[config.mk]
export PLATFORM = sky130hd
export DESIGN_NAME = vga_rx_flat
export DESIGN_NICKNAME = d
export VERILOG_FILES = /design/src/rtl/vga_pkg.sv /design/src/rtl/vga_rx_if.sv /design/src/rtl/vga_edge_det.sv /design/src/rtl/vga_rx.sv /design/src/flat_wrapper.sv
export SDC_FILE = /design/constraint.sdc
export NUM_CORES = 1
export LEC_CHECK = 0
export ABC_AREA = 1
export CAP_MARGIN = 25
export CORE_ASPECT_RATIO = 0.5
export CORE_MARGIN = 4
export CORE_UTILIZATION = 35
export CTS_CLUSTER_SIZE = 40
export DETAILED_ROUTE_END_ITERATION = 10
export PLACE_DENSITY_LB_ADDON = 0.25
export SLEW_MARGIN = 20
export SYNTH_ARGS = -nofsm -noshare
export SYNTH_HDL_FRONTEND = slang
export SYNTH_HIERARCHICAL = 1
export SYNTH_SLANG_ARGS = --single-unit
[constraint.sdc]
create_clock -name clk -period 1.85 [get_ports clk]
set_input_delay 0.2775 -clock clk [delete_from_list [all_inputs] [get_ports clk]]
set_output_delay 0.2775 -clock clk [all_outputs]
set_load 0.05 [all_outputs]
[src/rtl/vga_pkg.sv]
// vga_pkg: 640x480@60 timing constants and receiver state type, shared by the VGA generator and receiver.
package vga_pkg;
   localparam int H_ACTIVE    = 640;
   localparam int H_FRONT     = 16;
   localparam int H_SYNC      = 96;
   localparam int H_BACK      = 48;
   localparam int H_TOTAL     = H_ACTIVE + H_FRONT + H_SYNC + H_BACK;
   localparam int V_ACTIVE    = 480;
   localparam int V_FRONT     = 10;
   localparam int V_SYNC      = 2;
   localparam int V_BACK      = 33;
   localparam int V_TOTAL     = V_ACTIVE + V_FRONT + V_SYNC + V_BACK;
   localparam int LOCK_FRAMES = 2;
   typedef enum logic [1:0] {S_SEARCH, S_CHECK, S_LOCKED} rx_state_t;
endpackage

[src/rtl/vga_rx_if.sv]
// vga_rx_if: incoming sync/blank/RGB stream and the recovered, coordinate-tagged pixel stream.
interface vga_rx_if;
   logic        i_hs, i_vs, i_blank_n;
   logic [7:0]  i_r, i_g, i_b;
   logic        o_valid, o_frame_start, o_line_end, o_frame_end, o_locked, o_err;
   logic [7:0]  o_r, o_g, o_b;
   logic [10:0] o_x, o_y, o_v_total;
   logic [11:0] o_h_total;
   modport master (
      output i_hs, i_vs, i_blank_n, i_r, i_g, i_b,
      input  o_valid, o_frame_start, o_line_end, o_frame_end, o_locked, o_err,
             o_r, o_g, o_b, o_x, o_y, o_h_total, o_v_total
   );
   modport slave (
      input  i_hs, i_vs, i_blank_n, i_r, i_g, i_b,
      output o_valid, o_frame_start, o_line_end, o_frame_end, o_locked, o_err,
             o_r, o_g, o_b, o_x, o_y, o_h_total, o_v_total
   );
endinterface

[src/rtl/vga_edge_det.sv]
// vga_edge_det: registers one input and flags its rising and falling edges on the registered copy.
module vga_edge_det (
   input  logic clk,
   input  logic rst,
   input  logic d,
   output logic q,
   output logic rise,
   output logic fall
);
   logic p;
   always_ff @(posedge clk) begin
      if (rst) begin
         q <= 1'b0;
         p <= 1'b0;
      end else begin
         q <= d;
         p <= q;
      end
   end
   assign rise = q & ~p;
   assign fall = ~q & p;
endmodule

[src/rtl/vga_rx.sv]
// vga_rx: recovers VGA timing from a sync/blank/RGB stream, locks after consecutive matching
// frames and then emits pixels tagged with (x, y) plus frame/line markers.
module vga_rx import vga_pkg::*; #(
   parameter int H_ACT  = H_ACTIVE,
   parameter int V_ACT  = V_ACTIVE,
   parameter int H_TOT  = H_TOTAL,
   parameter int V_TOT  = V_TOTAL,
   parameter int LOCK_N = LOCK_FRAMES
) (
   input logic     clk,
   input logic     rst,
   vga_rx_if.slave vid
);
   logic        hs_q, hs_rise, hs_fall, vs_q, vs_rise, vs_fall, bn_q, bn_rise, bn_fall;
   logic [7:0]  r_q, g_q, b_q, lock_cnt;
   logic [11:0] hper;
   logic [10:0] lper, x, y;
   logic        hs_seen, frame_bad;
   logic        hs_bad, w_bad, ovf, v_bad, viol, frame_ok, pix;
   logic        unused;
   rx_state_t   state;

   vga_edge_det u_hs (.clk(clk), .rst(rst), .d(vid.i_hs),      .q(hs_q), .rise(hs_rise), .fall(hs_fall));
   vga_edge_det u_vs (.clk(clk), .rst(rst), .d(vid.i_vs),      .q(vs_q), .rise(vs_rise), .fall(vs_fall));
   vga_edge_det u_bn (.clk(clk), .rst(rst), .d(vid.i_blank_n), .q(bn_q), .rise(bn_rise), .fall(bn_fall));
   assign unused = &{hs_q, hs_rise, vs_q, vs_rise, bn_rise};

   assign hs_bad   = hs_fall & hs_seen & (hper != 12'(H_TOT));
   assign w_bad    = bn_fall & (x != 11'(H_ACT));
   assign ovf      = bn_q & (x == 11'(H_ACT));
   assign v_bad    = vs_fall & ((lper != 11'(V_TOT)) | (y != 11'(V_ACT)));
   assign viol     = hs_bad | w_bad | ovf | v_bad;
   // A coincident HS fall belongs to the new frame, so its period error is not charged here.
   assign frame_ok = ~frame_bad & ~w_bad & ~ovf & ~v_bad;
   assign pix      = (state == S_LOCKED) & ~viol & bn_q & (x < 11'(H_ACT)) & (y < 11'(V_ACT));

   always_ff @(posedge clk) begin
      if (rst) begin
         {r_q, g_q, b_q} <= '0;
         hper            <= '0;
         lper            <= '0;
         x               <= '0;
         y               <= '0;
         hs_seen         <= 1'b0;
         frame_bad       <= 1'b0;
         vid.o_h_total   <= '0;
         vid.o_v_total   <= '0;
      end else begin
         {r_q, g_q, b_q} <= {vid.i_r, vid.i_g, vid.i_b};
         hper            <= hs_fall ? 12'd1 : hper + {11'd0, hper != '1};
         lper            <= vs_fall ? {10'd0, hs_fall} : (hs_fall && lper != '1) ? lper + 11'd1 : lper;
         x               <= bn_fall ? '0 : (bn_q && x != '1) ? x + 11'd1 : x;
         y               <= vs_fall ? '0 : (bn_fall && y != '1) ? y + 11'd1 : y;
         hs_seen         <= hs_seen | hs_fall;
         frame_bad       <= vs_fall ? hs_bad : frame_bad | hs_bad | w_bad | ovf;
         vid.o_h_total   <= (hs_fall && hs_seen) ? hper : vid.o_h_total;
         vid.o_v_total   <= vs_fall ? lper : vid.o_v_total;
      end
   end

   always_ff @(posedge clk) begin
      if (rst) begin
         state             <= S_SEARCH;
         lock_cnt          <= '0;
         vid.o_locked      <= 1'b0;
         vid.o_err         <= 1'b0;
         vid.o_valid       <= 1'b0;
         {vid.o_r, vid.o_g, vid.o_b} <= '0;
         vid.o_x           <= '0;
         vid.o_y           <= '0;
         vid.o_frame_start <= 1'b0;
         vid.o_line_end    <= 1'b0;
         vid.o_frame_end   <= 1'b0;
      end else begin
         vid.o_err <= 1'b0;
         if (state == S_SEARCH) begin
            if (vs_fall) begin
               state    <= S_CHECK;
               lock_cnt <= '0;
            end
         end else if (state == S_CHECK) begin
            if (vs_fall) begin
               lock_cnt <= frame_ok ? lock_cnt + 8'd1 : 8'd0;
               if (frame_ok && lock_cnt + 8'd1 == 8'(LOCK_N)) begin
                  state        <= S_LOCKED;
                  vid.o_locked <= 1'b1;
               end
            end
         end else if (state == S_LOCKED) begin
            if (viol) begin
               state        <= S_CHECK;
               lock_cnt     <= '0;
               vid.o_err    <= 1'b1;
               vid.o_locked <= 1'b0;
            end
         end else begin
            state <= S_SEARCH;
         end
         vid.o_valid       <= pix;
         {vid.o_r, vid.o_g, vid.o_b} <= pix ? {r_q, g_q, b_q} : 24'd0;
         vid.o_x           <= pix ? x : '0;
         vid.o_y           <= pix ? y : '0;
         vid.o_frame_start <= pix && x == '0 && y == '0;
         vid.o_line_end    <= pix && x == 11'(H_ACT - 1);
         vid.o_frame_end   <= pix && x == 11'(H_ACT - 1) && y == 11'(V_ACT - 1);
      end
   end
endmodule
[src/flat_wrapper.sv]
// flat-port wrapper written by rule: the top's interface ports become plain ports
module vga_rx_flat import vga_pkg::*;
#(
   parameter int H_ACT  = H_ACTIVE,
   parameter int V_ACT  = V_ACTIVE,
   parameter int H_TOT  = H_TOTAL,
   parameter int V_TOT  = V_TOTAL,
   parameter int LOCK_N = LOCK_FRAMES
)
  (clk, rst, vid_i_hs, vid_i_vs, vid_i_blank_n, vid_i_r, vid_i_g, vid_i_b, vid_o_valid, vid_o_frame_start, vid_o_line_end, vid_o_frame_end, vid_o_locked, vid_o_err, vid_o_r, vid_o_g, vid_o_b, vid_o_x, vid_o_y, vid_o_h_total, vid_o_v_total);
  vga_rx_if vid_i ();
  input logic clk;
  input logic rst;
  input wire logic [$bits(vid_i.i_hs)-1:0] vid_i_hs;
  input wire logic [$bits(vid_i.i_vs)-1:0] vid_i_vs;
  input wire logic [$bits(vid_i.i_blank_n)-1:0] vid_i_blank_n;
  input wire logic [$bits(vid_i.i_r)-1:0] vid_i_r;
  input wire logic [$bits(vid_i.i_g)-1:0] vid_i_g;
  input wire logic [$bits(vid_i.i_b)-1:0] vid_i_b;
  output wire logic [$bits(vid_i.o_valid)-1:0] vid_o_valid;
  output wire logic [$bits(vid_i.o_frame_start)-1:0] vid_o_frame_start;
  output wire logic [$bits(vid_i.o_line_end)-1:0] vid_o_line_end;
  output wire logic [$bits(vid_i.o_frame_end)-1:0] vid_o_frame_end;
  output wire logic [$bits(vid_i.o_locked)-1:0] vid_o_locked;
  output wire logic [$bits(vid_i.o_err)-1:0] vid_o_err;
  output wire logic [$bits(vid_i.o_r)-1:0] vid_o_r;
  output wire logic [$bits(vid_i.o_g)-1:0] vid_o_g;
  output wire logic [$bits(vid_i.o_b)-1:0] vid_o_b;
  output wire logic [$bits(vid_i.o_x)-1:0] vid_o_x;
  output wire logic [$bits(vid_i.o_y)-1:0] vid_o_y;
  output wire logic [$bits(vid_i.o_h_total)-1:0] vid_o_h_total;
  output wire logic [$bits(vid_i.o_v_total)-1:0] vid_o_v_total;
  assign vid_i.i_hs = vid_i_hs;
  assign vid_i.i_vs = vid_i_vs;
  assign vid_i.i_blank_n = vid_i_blank_n;
  assign vid_i.i_r = vid_i_r;
  assign vid_i.i_g = vid_i_g;
  assign vid_i.i_b = vid_i_b;
  assign vid_o_valid = vid_i.o_valid;
  assign vid_o_frame_start = vid_i.o_frame_start;
  assign vid_o_line_end = vid_i.o_line_end;
  assign vid_o_frame_end = vid_i.o_frame_end;
  assign vid_o_locked = vid_i.o_locked;
  assign vid_o_err = vid_i.o_err;
  assign vid_o_r = vid_i.o_r;
  assign vid_o_g = vid_i.o_g;
  assign vid_o_b = vid_i.o_b;
  assign vid_o_x = vid_i.o_x;
  assign vid_o_y = vid_i.o_y;
  assign vid_o_h_total = vid_i.o_h_total;
  assign vid_o_v_total = vid_i.o_v_total;
  vga_rx #(.H_ACT(H_ACT), .V_ACT(V_ACT), .H_TOT(H_TOT), .V_TOT(V_TOT), .LOCK_N(LOCK_N)) u_core (.clk(clk), .rst(rst), .vid(vid_i));
endmodule
==> run summary <==
First-pass GRT wire length -> 23.9 mm
Met2 Wirelength -> 6.75 mm
Pwr/cell area -> 894 mW/mm2
Total GRT Usage -> 14.7%
WL final -> 15.2 mm
Pin count of the biggest net entering global routing -> 34
Cells after Synth -> 802
Leakage -> 4.19 nW
Vias in the first global route -> 5001
Root Driver -> clkbuf_16
Detailed Route Iter0 Violations -> 284
Via/cell ratio -> 4.52
DR top layer -> met4
Worst Reg-to-Reg Cells -> 13
Sw Ratio -> 25.2%
Nets -> 1001
Finished Core Util -> 49.9%
Psw -> 0.00195 W
Final instance area -> 0.00866 mm2
Die area -> 0.0200 mm2
Initial Util -> 35.7%
RR Startpoint -> u_core/x[1]$_SDFFE_PP0P_
Placed Area -> 0.00771 mm2
Layout Skew -> 10.4 ps
Minimum clock period after layout -> 1880 ps
Post-route DRC violation count -> 0
Hold Fails Final Rpt -> 0
Fin. max-slew vios -> 0
Port buffer count -> 103
Worst r2r dst -> u_core/lock_cnt[0]$_SDFFE_PP0P_
First-pass detailed-route iteration total -> 5
Final setup fails -> 7
Synth Cell Area -> 0.00619 mm2
Violated checks -> negative setup slack
Layout fillers -> 1676
F_max -> 0.531 GHz
Post-DR wirelength/cell -> 12.7 um
Remaining global-route overflow -> 0
Yosys Warn Count -> 6
Clock sink total -> 162
Mean Syn Cell Area -> 7.72 um2
Final period utilization -> 102%
Combinational share of power -> 8.9%
Final WS setup -> -31.7 ps
Slew margin rel. -> 63.0%
Initial antenna violation count -> 0
Share of layout cells above drive strength 1 -> 18.6%
Top Ports -> 104
Slew at the pin with the worst max-slew slack -> 554 ps
Max cap viols -> 0
CTS tree -> yes
Clock latency on the worst-skew pair -> 410 ps
Critical Path Start Type -> flip-flop
Die height -> 102 um
Clock power share -> 43.6%
DP HPWL -> 10.8 mm
Rows -> 34
Bufs on Longest Clock Path -> 2
P_int -> 0.00579 W
RSZ-0062 raised after global routing -> yes
Critical Path RT -> 2140 ps
Register share of total power -> 47.5%
Worst path arrival time -> 2180 ps
Reg clk slew, reported paths -> 70 ps
Die W -> 196 um
Cts bufs inserted -> 17
Placeable Area -> 0.0174 mm2
# hold bufs at CTS -> 0
HP Class -> primary input to flip-flop
WS Path Type -> flip-flop to flip-flop
Diode count -> 0
R2R setup slack -> -30 ps
Vias -> 5447
Capture point of the critical path -> u_core/lock_cnt[0]$_SDFFE_PP0P_
Area growth from synthesis to layout -> 39.7%
CP Launch Point -> u_core/x[1]$_SDFFE_PP0P_
Met3 WL post-DR -> 702 um
Antenna viol nets, final -> 0
Maximum VDD drop -> 0.616 mV
GP Congestion -> 0.859
CTS H-tree lvls -> 4
Crit Path Max Fanout -> 8
CP endpoint kind -> flip-flop
Wl on met1 -> 7.61 mm
Status -> complete, but fails checks
critical path, stage by stage, from the launching register on:
cell	delay, ps
dfxtp_2	350
inv_2	80
ha_4	130
nand2_2	80
nor2_4	130
nand2_1	80
nand2_2	70
nand3_2	80
nor2_4	170
nand3_2	90
nand2_2	110
clkinvlp_4	200
nor2_1	140
nor2_1	50
flip-flops by register name, indices dropped and copies added (netlist names), 11 cells and up:
signal / cells
u_core/lper: 11
u_core/y: 11
u_core/vid.o_x: 11
u_core/x: 11
u_core/vid.o_y: 11
u_core/hper: 12
u_core/vid.o_h_total: 12
u_core/vid.o_v_total: 11
layout by cell type, fill, tap and decap left out, types with 5 or more instances in the layout:
cell               n
dfxtp_1          152
nor2_1           145
inv_1            123
nand2_1           86
buf_4             64
a21oi_1           60
o21ai_0           55
clkdlybuf4s50_1   48
dlymetal6s2s_1    36
nand3_1           29
inv_2             18
clkbuf_16         17
nor2_2            14
nand2_2           13
nor3_1             9
ha_1               9
dfxtp_2            9
nor4_1             6
xor2_1             6
clkinvlp_4         5
nand3b_1           5
area by class of cell:
type / instances / area (um2) / share of cell area, %
clock buffer: 19 / 443 / 5.12
clock inverter: 12 / 126 / 1.46
tap: 234 / 293 / 3.38
timing repair buffer: 152 / 1470 / 16.9
multi-input combinational: 481 / 2520 / 29.1
inverter: 144 / 552 / 6.37
sequential: 162 / 3260 / 37.6
what timing repair did:
action / CTS / global route
pin swaps: 0 / 22
setup buffers: 0 / 7
resized for setup: 5 / 112
hold endpoints to repair: 0 / 0
setup endpoints to repair: 6 / 105
cloned: 0 / 1
per-stage QoR:
stage          power, W  hold WS, ps  setup WS (ps)  setup TNS (ps)  instances
2_1_floorplan   0.00415          349            176               0        804
3_3_place_gp    0.00437          394          -36.9           -36.9       1165
3_5_place_dp    0.00439          399          -12.0           -26.8       1165
4_1_cts         0.00778          272          0.506               0       1196
5_1_grt         0.00810          305           -168           -1860       1204
6_report        0.00774          294          -31.7            -112       1204
power groups by stage:
| stage | Combinational [W] | Clock [W] | Sequential (W) |
|---|---|---|---|
| 2_1_floorplan | 0.000362 | 0 | 0.00379 |
| 3_3_place_gp | 0.000633 | 0 | 0.00374 |
| 3_5_place_dp | 0.000640 | 0 | 0.00375 |
| 4_1_cts | 0.000643 | 0.00347 | 0.00367 |
| 5_1_grt | 0.000784 | 0.00363 | 0.00369 |
| 6_report | 0.000690 | 0.00337 | 0.00368 |
layer usage:
layer / track usage (%) / up-vias
met3: 4.28 / 14
met4: 4.13 / 0
met2: 23.0 / 158
li1: - / 2804
met5: 0 / -
met1: 20.0 / 2471
worst min-delay path by stage:
| stage | cells after the start | from | end |
|---|---|---|---|
| 6_report | 3 | rst | u_core/u_vs/p$_SDFF_PP0_ |
| 5_1_grt | 3 | rst | u_core/u_vs/p$_SDFF_PP0_ |
| 4_1_cts | 3 | rst | u_core/u_vs/p$_SDFF_PP0_ |
| 3_5_place_dp | 2 | u_core/r_q[3]$_SDFF_PP0_ | u_core/vid.o_r[3]$_SDFF_PP0_ |
| 3_3_place_gp | 2 | u_core/g_q[4]$_SDFF_PP0_ | u_core/vid.o_g[4]$_SDFF_PP0_ |
| 2_1_floorplan | 1 | rst | u_core/u_bn/q$_SDFF_PP0_ |
Note: power is estimated with default switching activity, not from simulation.
